**config.mk**
```make
export PLATFORM = sky130hd
export DESIGN_NAME = axi4_lite_req_arbiter
export DESIGN_NICKNAME = d
export VERILOG_FILES = /design/src/rtl/axi4_lite_req_arbiter.sv
export SDC_FILE = /design/constraint.sdc
export NUM_CORES = 1
export LEC_CHECK = 0
export ABC_AREA = 1
export ABC_CLOCK_PERIOD_IN_PS = 4000
export CAP_MARGIN = 40
export CORE_MARGIN = 2
export CORE_UTILIZATION = 42
export DETAILED_ROUTE_END_ITERATION = 10
export PLACE_DENSITY = 0.81
export SLEW_MARGIN = 15
export SYNTH_ARGS = -nofsm -noshare
export SYNTH_HDL_FRONTEND = slang
export SYNTH_SLANG_ARGS = --single-unit
```
**constraint.sdc**
```tcl
create_clock -name ACLK -period 4 [get_ports ACLK]
set_clock_uncertainty 0.15 [all_clocks]
set_input_delay 0.6 -clock ACLK [delete_from_list [all_inputs] [get_ports ACLK]]
set_output_delay 0.6 -clock ACLK [all_outputs]
set_load 0.05 [all_outputs]
```
**src/rtl/axi4_lite_req_arbiter.sv**
```systemverilog
// Two-client round-robin arbiter in front of an AXI4-Lite master command port.
// Optional WAIT watchdog enabled by defining AXI_ARB_TIMEOUT_EN.
module axi4_lite_req_arbiter #(
  parameter int ADDR_W         = 4,
  parameter int DATA_W         = 32,
  parameter int TIMEOUT_CYCLES = 256
) (
  input  logic              ACLK,
  input  logic              ARESET,
  input  logic              req0_valid,
  input  logic              req0_write,
  input  logic [ADDR_W-1:0] req0_addr,
  input  logic [DATA_W-1:0] req0_wdata,
  output logic              req0_done,
  output logic [DATA_W-1:0] req0_rdata,
  output logic              req0_err,
  input  logic              req1_valid,
  input  logic              req1_write,
  input  logic [ADDR_W-1:0] req1_addr,
  input  logic [DATA_W-1:0] req1_wdata,
  output logic              req1_done,
  output logic [DATA_W-1:0] req1_rdata,
  output logic              req1_err,
  output logic [ADDR_W-1:0] addr,
  output logic              write,
  output logic [DATA_W-1:0] wdata,
  output logic              transfer,
  input  logic              ready,
  input  logic [DATA_W-1:0] rdata,
  output logic              busy,
  output logic              grant
);

  typedef enum logic [1:0] {
    S_IDLE,
    S_ISSUE,
    S_WAIT,
    S_DONE
  } state_t;

  state_t            state_q;
  logic              ptr_q;
  logic              grant_q;
  logic [ADDR_W-1:0] addr_q;
  logic              write_q;
  logic [DATA_W-1:0] wdata_q;
  logic              transfer_q;
  logic              busy_q;
  logic              done0_q;
  logic              done1_q;
  logic [DATA_W-1:0] rdata0_q;
  logic [DATA_W-1:0] rdata1_q;
  logic              err0_q;
  logic              err1_q;

  logic              any_req;
  logic              win_d;
  logic              fin_d;
  logic              fin_err_d;
  logic [DATA_W-1:0] fin_data_d;
  logic              tmo_d;

`ifdef AXI_ARB_TIMEOUT_EN
  localparam int CNT_W = $clog2(TIMEOUT_CYCLES + 1);

  logic [CNT_W-1:0] cnt_q;

  assign tmo_d = (state_q == S_WAIT) &&
                 (cnt_q == CNT_W'(TIMEOUT_CYCLES - 1));

  // Watchdog: cleared while issuing, counts every WAIT cycle.
  always_ff @(posedge ACLK or posedge ARESET) begin
    if (ARESET) begin
      cnt_q <= '0;
    end else if (state_q == S_ISSUE) begin
      cnt_q <= '0;
    end else if (state_q == S_WAIT && !tmo_d) begin
      cnt_q <= cnt_q + 1'b1;
    end
  end
`else
  logic unused_tmo;

  assign tmo_d      = 1'b0;
  assign unused_tmo = (TIMEOUT_CYCLES > 0);
`endif

  // Winner selection and completion data for the current transaction.
  always_comb begin
    any_req    = req0_valid | req1_valid;
    win_d      = 1'b0;
    if (req0_valid && req1_valid) begin
      win_d = ptr_q;
    end else if (req1_valid) begin
      win_d = 1'b1;
    end
    fin_d      = (state_q == S_WAIT) && (ready || tmo_d);
    fin_err_d  = tmo_d && !ready;
    fin_data_d = (ready && !write_q) ? rdata : '0;
  end

  // Main arbiter FSM with registered outputs.
  always_ff @(posedge ACLK or posedge ARESET) begin
    if (ARESET) begin
      state_q    <= S_IDLE;
      ptr_q      <= 1'b0;
      grant_q    <= 1'b0;
      addr_q     <= '0;
      write_q    <= 1'b0;
      wdata_q    <= '0;
      transfer_q <= 1'b0;
      busy_q     <= 1'b0;
      done0_q    <= 1'b0;
      done1_q    <= 1'b0;
      rdata0_q   <= '0;
      rdata1_q   <= '0;
      err0_q     <= 1'b0;
      err1_q     <= 1'b0;
    end else begin
      transfer_q <= 1'b0;
      done0_q    <= 1'b0;
      done1_q    <= 1'b0;
      unique case (state_q)
        S_IDLE: begin
          if (any_req) begin
            grant_q    <= win_d;
            write_q    <= win_d ? req1_write : req0_write;
            addr_q     <= win_d ? req1_addr  : req0_addr;
            wdata_q    <= win_d ? req1_wdata : req0_wdata;
            transfer_q <= 1'b1;
            busy_q     <= 1'b1;
            state_q    <= S_ISSUE;
          end
        end
        S_ISSUE: begin
          state_q <= S_WAIT;
        end
        S_WAIT: begin
          if (fin_d) begin
            if (grant_q) begin
              done1_q  <= 1'b1;
              rdata1_q <= fin_data_d;
              err1_q   <= fin_err_d;
            end else begin
              done0_q  <= 1'b1;
              rdata0_q <= fin_data_d;
              err0_q   <= fin_err_d;
            end
            state_q <= S_DONE;
          end
        end
        S_DONE: begin
          ptr_q   <= ~grant_q;
          busy_q  <= 1'b0;
          state_q <= S_IDLE;
        end
        default: state_q <= S_IDLE;
      endcase
    end
  end

  assign addr       = addr_q;
  assign write      = write_q;
  assign wdata      = wdata_q;
  assign transfer   = transfer_q;
  assign busy       = busy_q;
  assign grant      = grant_q;
  assign req0_done  = done0_q;
  assign req0_rdata = rdata0_q;
  assign req0_err   = err0_q;
  assign req1_done  = done1_q;
  assign req1_rdata = rdata1_q;
  assign req1_err   = err1_q;

endmodule

```
After elaboration in Yosys (flattened, before gate mapping)
Cells that the tools add are included.
- flip-flop bits (word level): 109
- input bits: 111
- output and inout port bits: 108
- logic and storage cells: 49
- eq/ne operators: 5
- multiplexer cells: 19
- bitwise gates (word level): 2
- reduce and logical (&&, ||, !) cells: 11
- operators by type and width (operator ; count):
    $mux W32 ; 2
    $mux W1 ; 12
    $pmux W2 S4 ; 1
    $reduce_and A2 Y1 ; 3
    $reduce_and A3 Y1 ; 2
    $eq A2 B2 Y1 const B ; 2
    $mux W2 ; 2
    $mux W4 ; 1
    $ne A2 B2 Y1 const B ; 2
    $logic_and A1 B1 Y1 ; 3
    $eq A2 B1 Y1 const B ; 1
    $logic_not A2 Y1 ; 1
    $pmux W1 S2 ; 1
    $reduce_bool A2 Y1 ; 1
    $logic_not A1 Y1 ; 1
    $not A1 Y1 ; 1
    $or A1 B1 Y1 ; 1

Logic depth before layout (Yosys ltp)
Gate-level depths: netlist (run 1).
- depth after elaboration: 4
- depth in mapped cells: 8
- gate-level depth less buffers: 6

Worst setup path after synthesis (run 1)
Ideal clock, no wire load.
- kind: register to register
- from: reg grant_q, in the netlist grant
- to: reg rdata1_q[29], in the netlist req1_rdata[29]
- library setup time: 0.133 ns
- arrival: 1.288 ns
- data required time: 3.717 ns
- slack: 2.429 ns
- cell stages (with the launch flop): 6
- buffers on the path: 2
- period minus slack after synthesis: 1.571 ns
- cells stage by stage: dfrtp_1 nand3_1 buf_2 clkbuf_1 nand2_1 o21ai_0
- word-level cells in the longest chain between the ends: 1
- RTL lines (what ; line ; text):
    start, declared ; 43 ; logic grant_q;
    start signal, assigned ; 126 ; grant_q <= win_d;
    $reduce_and A3 Y1 (no line) ; - ;
    end signal, assigned ; 142 ; rdata1_q <= fin_data_d;
    end, declared ; 52 ; logic [DATA_W-1:0] rdata1_q;
Every way passes these cells.
A chain may end at the register's enable or synchronous reset.

Final worst setup path (run 1)
- from: reg grant_q, in the netlist grant
- to: out grant
- RTL lines (what ; line ; text):
    end, declared ; 31 ; output logic grant
No word-level cell between the ends.

==> qor.txt, run 1 <==
status: finished, final reports clean
placer congestion estimate: 0.8486
CTS tree: yes
area grow syn2layout: 53.31%
final non-filler cell total: 950
worst hold slack: 0.3264 ns
die width: 111.6 um
initial antenna violation count: 0
CP Class: flip-flop to output port
Ant. Diodes: 0
WL/cell: 14.09 um
nets@finish: 917
# setup viols final: 0
via count: 4695
layout cells sized above 1: 0.03841
antenna-violating nets left: 0
initial DRC count: 386
worst path arrival time: 1.68 ns
synthesized area per cell: 8.057 um^2
worst vdd ir: 0.4951 mV
die height: 111.6 um
setup TNS: 0 ns
Worst Path Buf+Inv: 1
Reg-to-Reg Start: state_q[0]
number of global-route vias before repair: 4646
Initial Utilization: 0.4273
die area: 12440 um^2
first-pass GRT wire length: 22200 um
Vias per Instance: 4.942
Power per Cell Area: 828.3 nW/um^2
gr usage total: 0.2187
worst r2r dst: wdata[14]
Distinct cells, synth: 19
Largest delay share family, worst path: buffers and inverters
Slew Limit Headroom: 0.5741
Worst Setup Start Kind: flip-flop
Inserted Clock Buffers: 9
CTS sink cnt: 109
Crit. End Element: output port
sw frac: 0.4827
hold_buf cts: 0
grt ovf: 0
Clock Power Share: 0.155
synthesized flop and latch total: 109
clk_lat worst skew: 0.34 ns
max-cap violations: 0
worst path required time: 3.25 ns
CP max-delay cell: clkdlybuf4s50_1
Pre-antenna DRT Iters: 5
row count: 39
synth warn: 0
Setup WS post-layout: 1.567 ns
pre-CTS worst setup slack: 1.270 ns
Seq/Total Area, Yosys: 0.5614
cts repair resizes: 0
Final period util: 0.6082
flop-to-flop setup slack: 2.14 ns
Post-route DRC: 0
Pleak: 3.674 nW
I/O Buffers: 216
Reg clk slew, reported paths: 0.07 ns
# Post-CTS Setup Buffers: 0
Core Area: 11370 um^2
min cycle time layout: 2.433 ns
largest net degree at the start of global routing: 68
worst-path cell chain: clkdlybuf4s50_1
Placed Instances: 933
sequential power share: 0.295
max-slew violation count: 0
synthesized area: 4858 um^2
NetSw: 0.002978 W
dpl hpwl: 9518 um
I/O Pins: 219
Synth Instances: 603
R2R depth: 6
final instance area: 7448 um^2
Combinational Power Share: 0.551
Slew @ Worst Pin: 0.6379 ns
Hold Crit Class: input pin to async pin
CTS Buffer Depth: 2
CP max stage delay: 0.87 ns
crit-path max FO: 5
Fin. Hold Viols: 0
H-tree Lvls: 3
CTS root buffer: clkbuf_16
P_int: 0.003191 W
RSZ-0062 raised after global routing: false
drt total wl: 13390 um
Highest Clock Rate: 411.1 MHz
Area after DPL: 7079 um^2
## power groups by stage
stage / Combinational [W] / Sequential [W] / Clock, W
6_report: 0.00340 / 0.00182 / 0.000954
5_1_grt: 0.00360 / 0.00187 / 0.00102
4_1_cts: 0.00341 / 0.00182 / 0.000975
3_5_place_dp: 0.00340 / 0.00182 / 0
3_3_place_gp: 0.00333 / 0.00182 / 0
2_1_floorplan: 0.000783 / 0.00324 / 0
## area by class of cell
type | instances | area, um^2
Tap cell | 143 | 178.9
Multi-Input combinational cell | 372 | 1625
Fill cell | 881 | 3921
Sequential cell | 109 | 2728
Inverter | 84 | 317.8
Timing Repair Buffer | 227 | 2277
Clock inverter | 5 | 82.58
Clock buffer | 10 | 239.0
## worst register-to-register path, delay by kind of cell (launching register included)
family	cells	cell delay (ns)
and+or+nand+nor	2	0.34
DFF	1	0.39
adders and majority gates	1	0.24
AOI/OAI and AO/OA	1	0.08
buffers and inverters	2	0.59
## registers in the layout (all words and copies together) (netlist names), 2 cells and up
signal,flops
req1_rdata,32
req0_rdata,32
addr,4
state_q,2
wdata,32
## synthesized netlist by cell type
cell type | instances | share of area
buf_2 | 23 | 0.024
nand3b_1 | 1 | 0.0015
a21oi_1 | 2 | 0.0021
conb_1 | 1 | 0.00077
nor2_1 | 3 | 0.0023
buf_6 | 2 | 0.0046
ha_1 | 3 | 0.0077
buf_4 | 4 | 0.0062
inv_2 | 1 | 0.00077
o21ai_1 | 9 | 0.0093
dfrtp_1 | 109 | 0.56
clkbuf_1 | 9 | 0.0070
inv_1 | 83 | 0.064
clkbuf_2 | 1 | 0.0010
nand2_1 | 218 | 0.17
o21ai_2 | 1 | 0.0018
nor2_2 | 1 | 0.0013
nand3_1 | 76 | 0.078
o21ai_0 | 56 | 0.058
## metal layers
layer	GRT usage	routed length [um]
met5	0	0
met4	0.08477	283
met3	0.05389	1039
met1	0.2894	5733
met2	0.3504	6329
## kinds of logic after synthesis
family,share of synthesized area
adder cells (fa/ha/maj),0.007727
flip-flops,0.5614
AO/OA/AOI/OAI,0.07082
AND/OR/NAND/NOR,0.2519
other,0.0007719
buffers and inverters,0.1074
## worst max-delay path by stage
stage                      start             end  slack (ns)  cells past startpoint
after floorplan           ARESET         addr[0]        0.38                      1
after global placement     ready   req1_rdata[4]        1.36                      5
after detailed placement   ready  req1_rdata[11]        1.27                      4
after CTS                  grant           grant        1.53                      1
after global routing       grant           grant        1.51                      1
final                      grant           grant        1.57                      1
## metrics by stage
| step | power (W) | util |
|---|---|---|
| 6_report | 0.006170 | 0.6551 |
| 5_1_grt | 0.006484 | 0.6551 |
| 4_1_cts | 0.006196 | 0.6509 |
| 3_5_place_dp | 0.005218 | 0.6226 |
| 3_3_place_gp | 0.005152 | 0.6226 |
| 2_1_floorplan | 0.004024 | - |
## placed cells by master, fill, tap and decap left out, types with 3 or more instances in the layout
cell / instances
buf_4: 9
clkbuf_16: 9
clkdlybuf4s50_1: 216
dfrtp_1: 109
ha_1: 3
inv_1: 82
nand2_1: 218
nand3_1: 75
nor2_1: 3
o21ai_0: 56
o21ai_1: 9
Note: power is estimated with default switching activity, not from simulation.
==> run 2, diff against run 1 <==
--- a/config.mk
+++ b/config.mk
@@ -6,12 +6,12 @@
 export NUM_CORES = 1
 export LEC_CHECK = 0
 export ABC_AREA = 1
-export ABC_CLOCK_PERIOD_IN_PS = 4000
+export ABC_CLOCK_PERIOD_IN_PS = 1900
 export CAP_MARGIN = 40
 export CORE_MARGIN = 2
-export CORE_UTILIZATION = 42
+export CORE_UTILIZATION = 38
 export DETAILED_ROUTE_END_ITERATION = 10
-export PLACE_DENSITY = 0.81
+export PLACE_DENSITY = 0.77
 export SLEW_MARGIN = 15
 export SYNTH_ARGS = -nofsm -noshare
 export SYNTH_HDL_FRONTEND = slang
==> constraint.sdc (replaced) <==
create_clock -name ACLK -period 1.9 [get_ports ACLK]
set_clock_uncertainty 0.15 [all_clocks]
set_input_delay 0.285 -clock ACLK [delete_from_list [all_inputs] [get_ports ACLK]]
set_output_delay 0.285 -clock ACLK [all_outputs]
set_load 0.05 [all_outputs]
==> qor.txt, run 2 (synthesis gave the netlist of run 1 again) <==
nets@finish: 918
Placed Instances: 965
grt ovf: 0
die height: 117.1 um
most frequent cells in the layout: nand2_1 (218), clkdlybuf4s50_1 (110), dfrtp_1 (109)
number of global-route vias before repair: 4250
final instance area: 7237 um^2
clk_lat worst skew: 0.34 ns
CTS root buffer: clkbuf_16
status: finished, final reports clean
Fin. Hold Viols: 0
first-pass GRT wire length: 20410 um
# setup viols final: 0
CP max stage delay: 0.54 ns
WL/cell: 13.21 um
Largest delay share family, worst path: buffers and inverters
top sig layer: met4
initial antenna violation count: 0
die area: 13710 um^2
RSZ-0062 raised after global routing: false
Vias per Instance: 4.577
Power per Cell Area: 1720 nW/um^2
total power: 0.01245 W
commonest non-fill, non-tap cell in the layout: nand2_1
crit-path max FO: 2
worst path required time: 1.46 ns
min cycle time layout: 1.662 ns
met3 routed WL: 1023 um
CP max-delay cell: dlygate4sd2_1
Final period util: 0.8747
Setup WS post-layout: 0.2380 ns
dpl hpwl: 9234 um
Core Area: 12570 um^2
worst vdd ir: 1.217 mV
CP Class: flip-flop to output port
WL met2: 5979 um
layout cells sized above 1: 0.1644
drt total wl: 12960 um
H-tree Lvls: 3
Initial Utilization: 0.3866
Reg clk slew, reported paths: 0.07 ns
Highest Clock Rate: 601.7 MHz
I/O Buffers: 216
worst path arrival time: 1.23 ns
area grow syn2layout: 48.96%
CTS Buffer Depth: 2
Inserted Clock Buffers: 9
pre-CTS worst setup slack: -0.04835 ns
CTS tree: yes
I/O Pins: 219
Pleak: 3.842 nW
row count: 41
max-cap violations: 0
Post-route DRC: 0
Crit. End Element: output port
largest net degree at the start of global routing: 66
Ant. Diodes: 0
wl on met1: 5696 um
Pre-antenna DRT Iters: 4
via count: 4490
initial DRC count: 319
placer congestion estimate: 0.8050
Area after DPL: 6957 um^2
max-slew violation count: 0
die width: 117.1 um
antenna-violating nets left: 0
CTS sink cnt: 109
worst-path cell chain: dlygate4sd2_1
hold_buf cts: 0
final non-filler cell total: 981
Worst Setup Start Kind: flip-flop
Fill cells: 1161
gr usage total: 0.1895
Hold Crit Class: input pin to async pin
Worst Path Buf+Inv: 1
[run 2: cell count changes in the layout (fill, tap and decap cells not counted), moves of 2 or more]
cell             change
buf_12               +5
dlygate4sd2_1        +6
clkinvlp_4           +3
bufinv_16            -2
buf_4               +97
clkdlybuf4s50_1    -106
[run 2: timing repair]
action,4_1_cts,5_1_grt
gates resized for setup,6,2
endpoints found under the setup margin,6,37
setup buffers,0,0
[run 2: metrics by stage]
step                setup TNS, ns  utilization  hold slack [ns]
finish                          0       0.5758           0.1156
CTS                             0       0.5756           0.1131
floorplan                       0            -           0.2859
detailed placement        -0.7984       0.5535           0.3172
global placement                0       0.5535           0.3156
global route                    0       0.5758           0.1309
[run 2: final timing paths]
path                                 from             end  slack, ns  cells after the start
min in group ACLK          req1_rdata[15]  req1_rdata[15]       0.33                      2
min                                ARESET  req1_rdata[31]       0.12                      2
min reg2reg                req1_rdata[15]  req1_rdata[15]       0.33                      2
max                         req1_rdata[0]   req1_rdata[0]       0.24                      1
max reg2reg                    state_q[0]        wdata[0]       0.27                      6
max in group asynchronous          ARESET  req1_rdata[15]       0.92                      3
[run 2: worst reg2reg max path: stages, from the launching register on]
cell     delay, ns
dfrtp_1       0.39
inv_1         0.10
ha_1          0.25
o21ai_2       0.12
inv_4         0.32
nand3_1       0.16
nand2_1       0.09
[run 2: area by class of cell]
class / instances / area (um^2) / share of cell area
flip-flops and latches: 109 / 2728 / 0.3769
repair buffers: 228 / 2069 / 0.2860
multi-input cells: 372 / 1618 / 0.2235
inverters: 84 / 321.6 / 0.04443
clock buffers: 10 / 239.0 / 0.03302
well taps: 172 / 215.2 / 0.02974
clock inverters: 6 / 46.29 / 0.006397
[run 2: power by group]
| group | internal, W | leakage, nW | switching, W | total [W] |
|---|---|---|---|---|
| Sequential | 0.00324 | 1.41 | 0.000530 | 0.00377 |
| Clock | 0.000933 | 0.135 | 0.000854 | 0.00179 |
| Combinational | 0.00201 | 2.30 | 0.00488 | 0.00689 |
[run 2: layer usage]
layer / up-vias / global-route usage
met3: 20 / 0.05046
li1: 2255 / -
met4: 0 / 0.06745
met1: 2053 / 0.2464
met2: 162 / 0.3071
met5: - / 0
==> run 3, diff against run 2 <==
--- a/config.mk
+++ b/config.mk
@@ -6,8 +6,6 @@
 export NUM_CORES = 1
 export LEC_CHECK = 0
 export ABC_AREA = 1
-export ABC_CLOCK_PERIOD_IN_PS = 1900
-export CAP_MARGIN = 40
 export CORE_MARGIN = 2
 export CORE_UTILIZATION = 38
 export DETAILED_ROUTE_END_ITERATION = 10
==> results of run 3 <==
The final DEF is identical to that of run 2; final timing and power are the same.
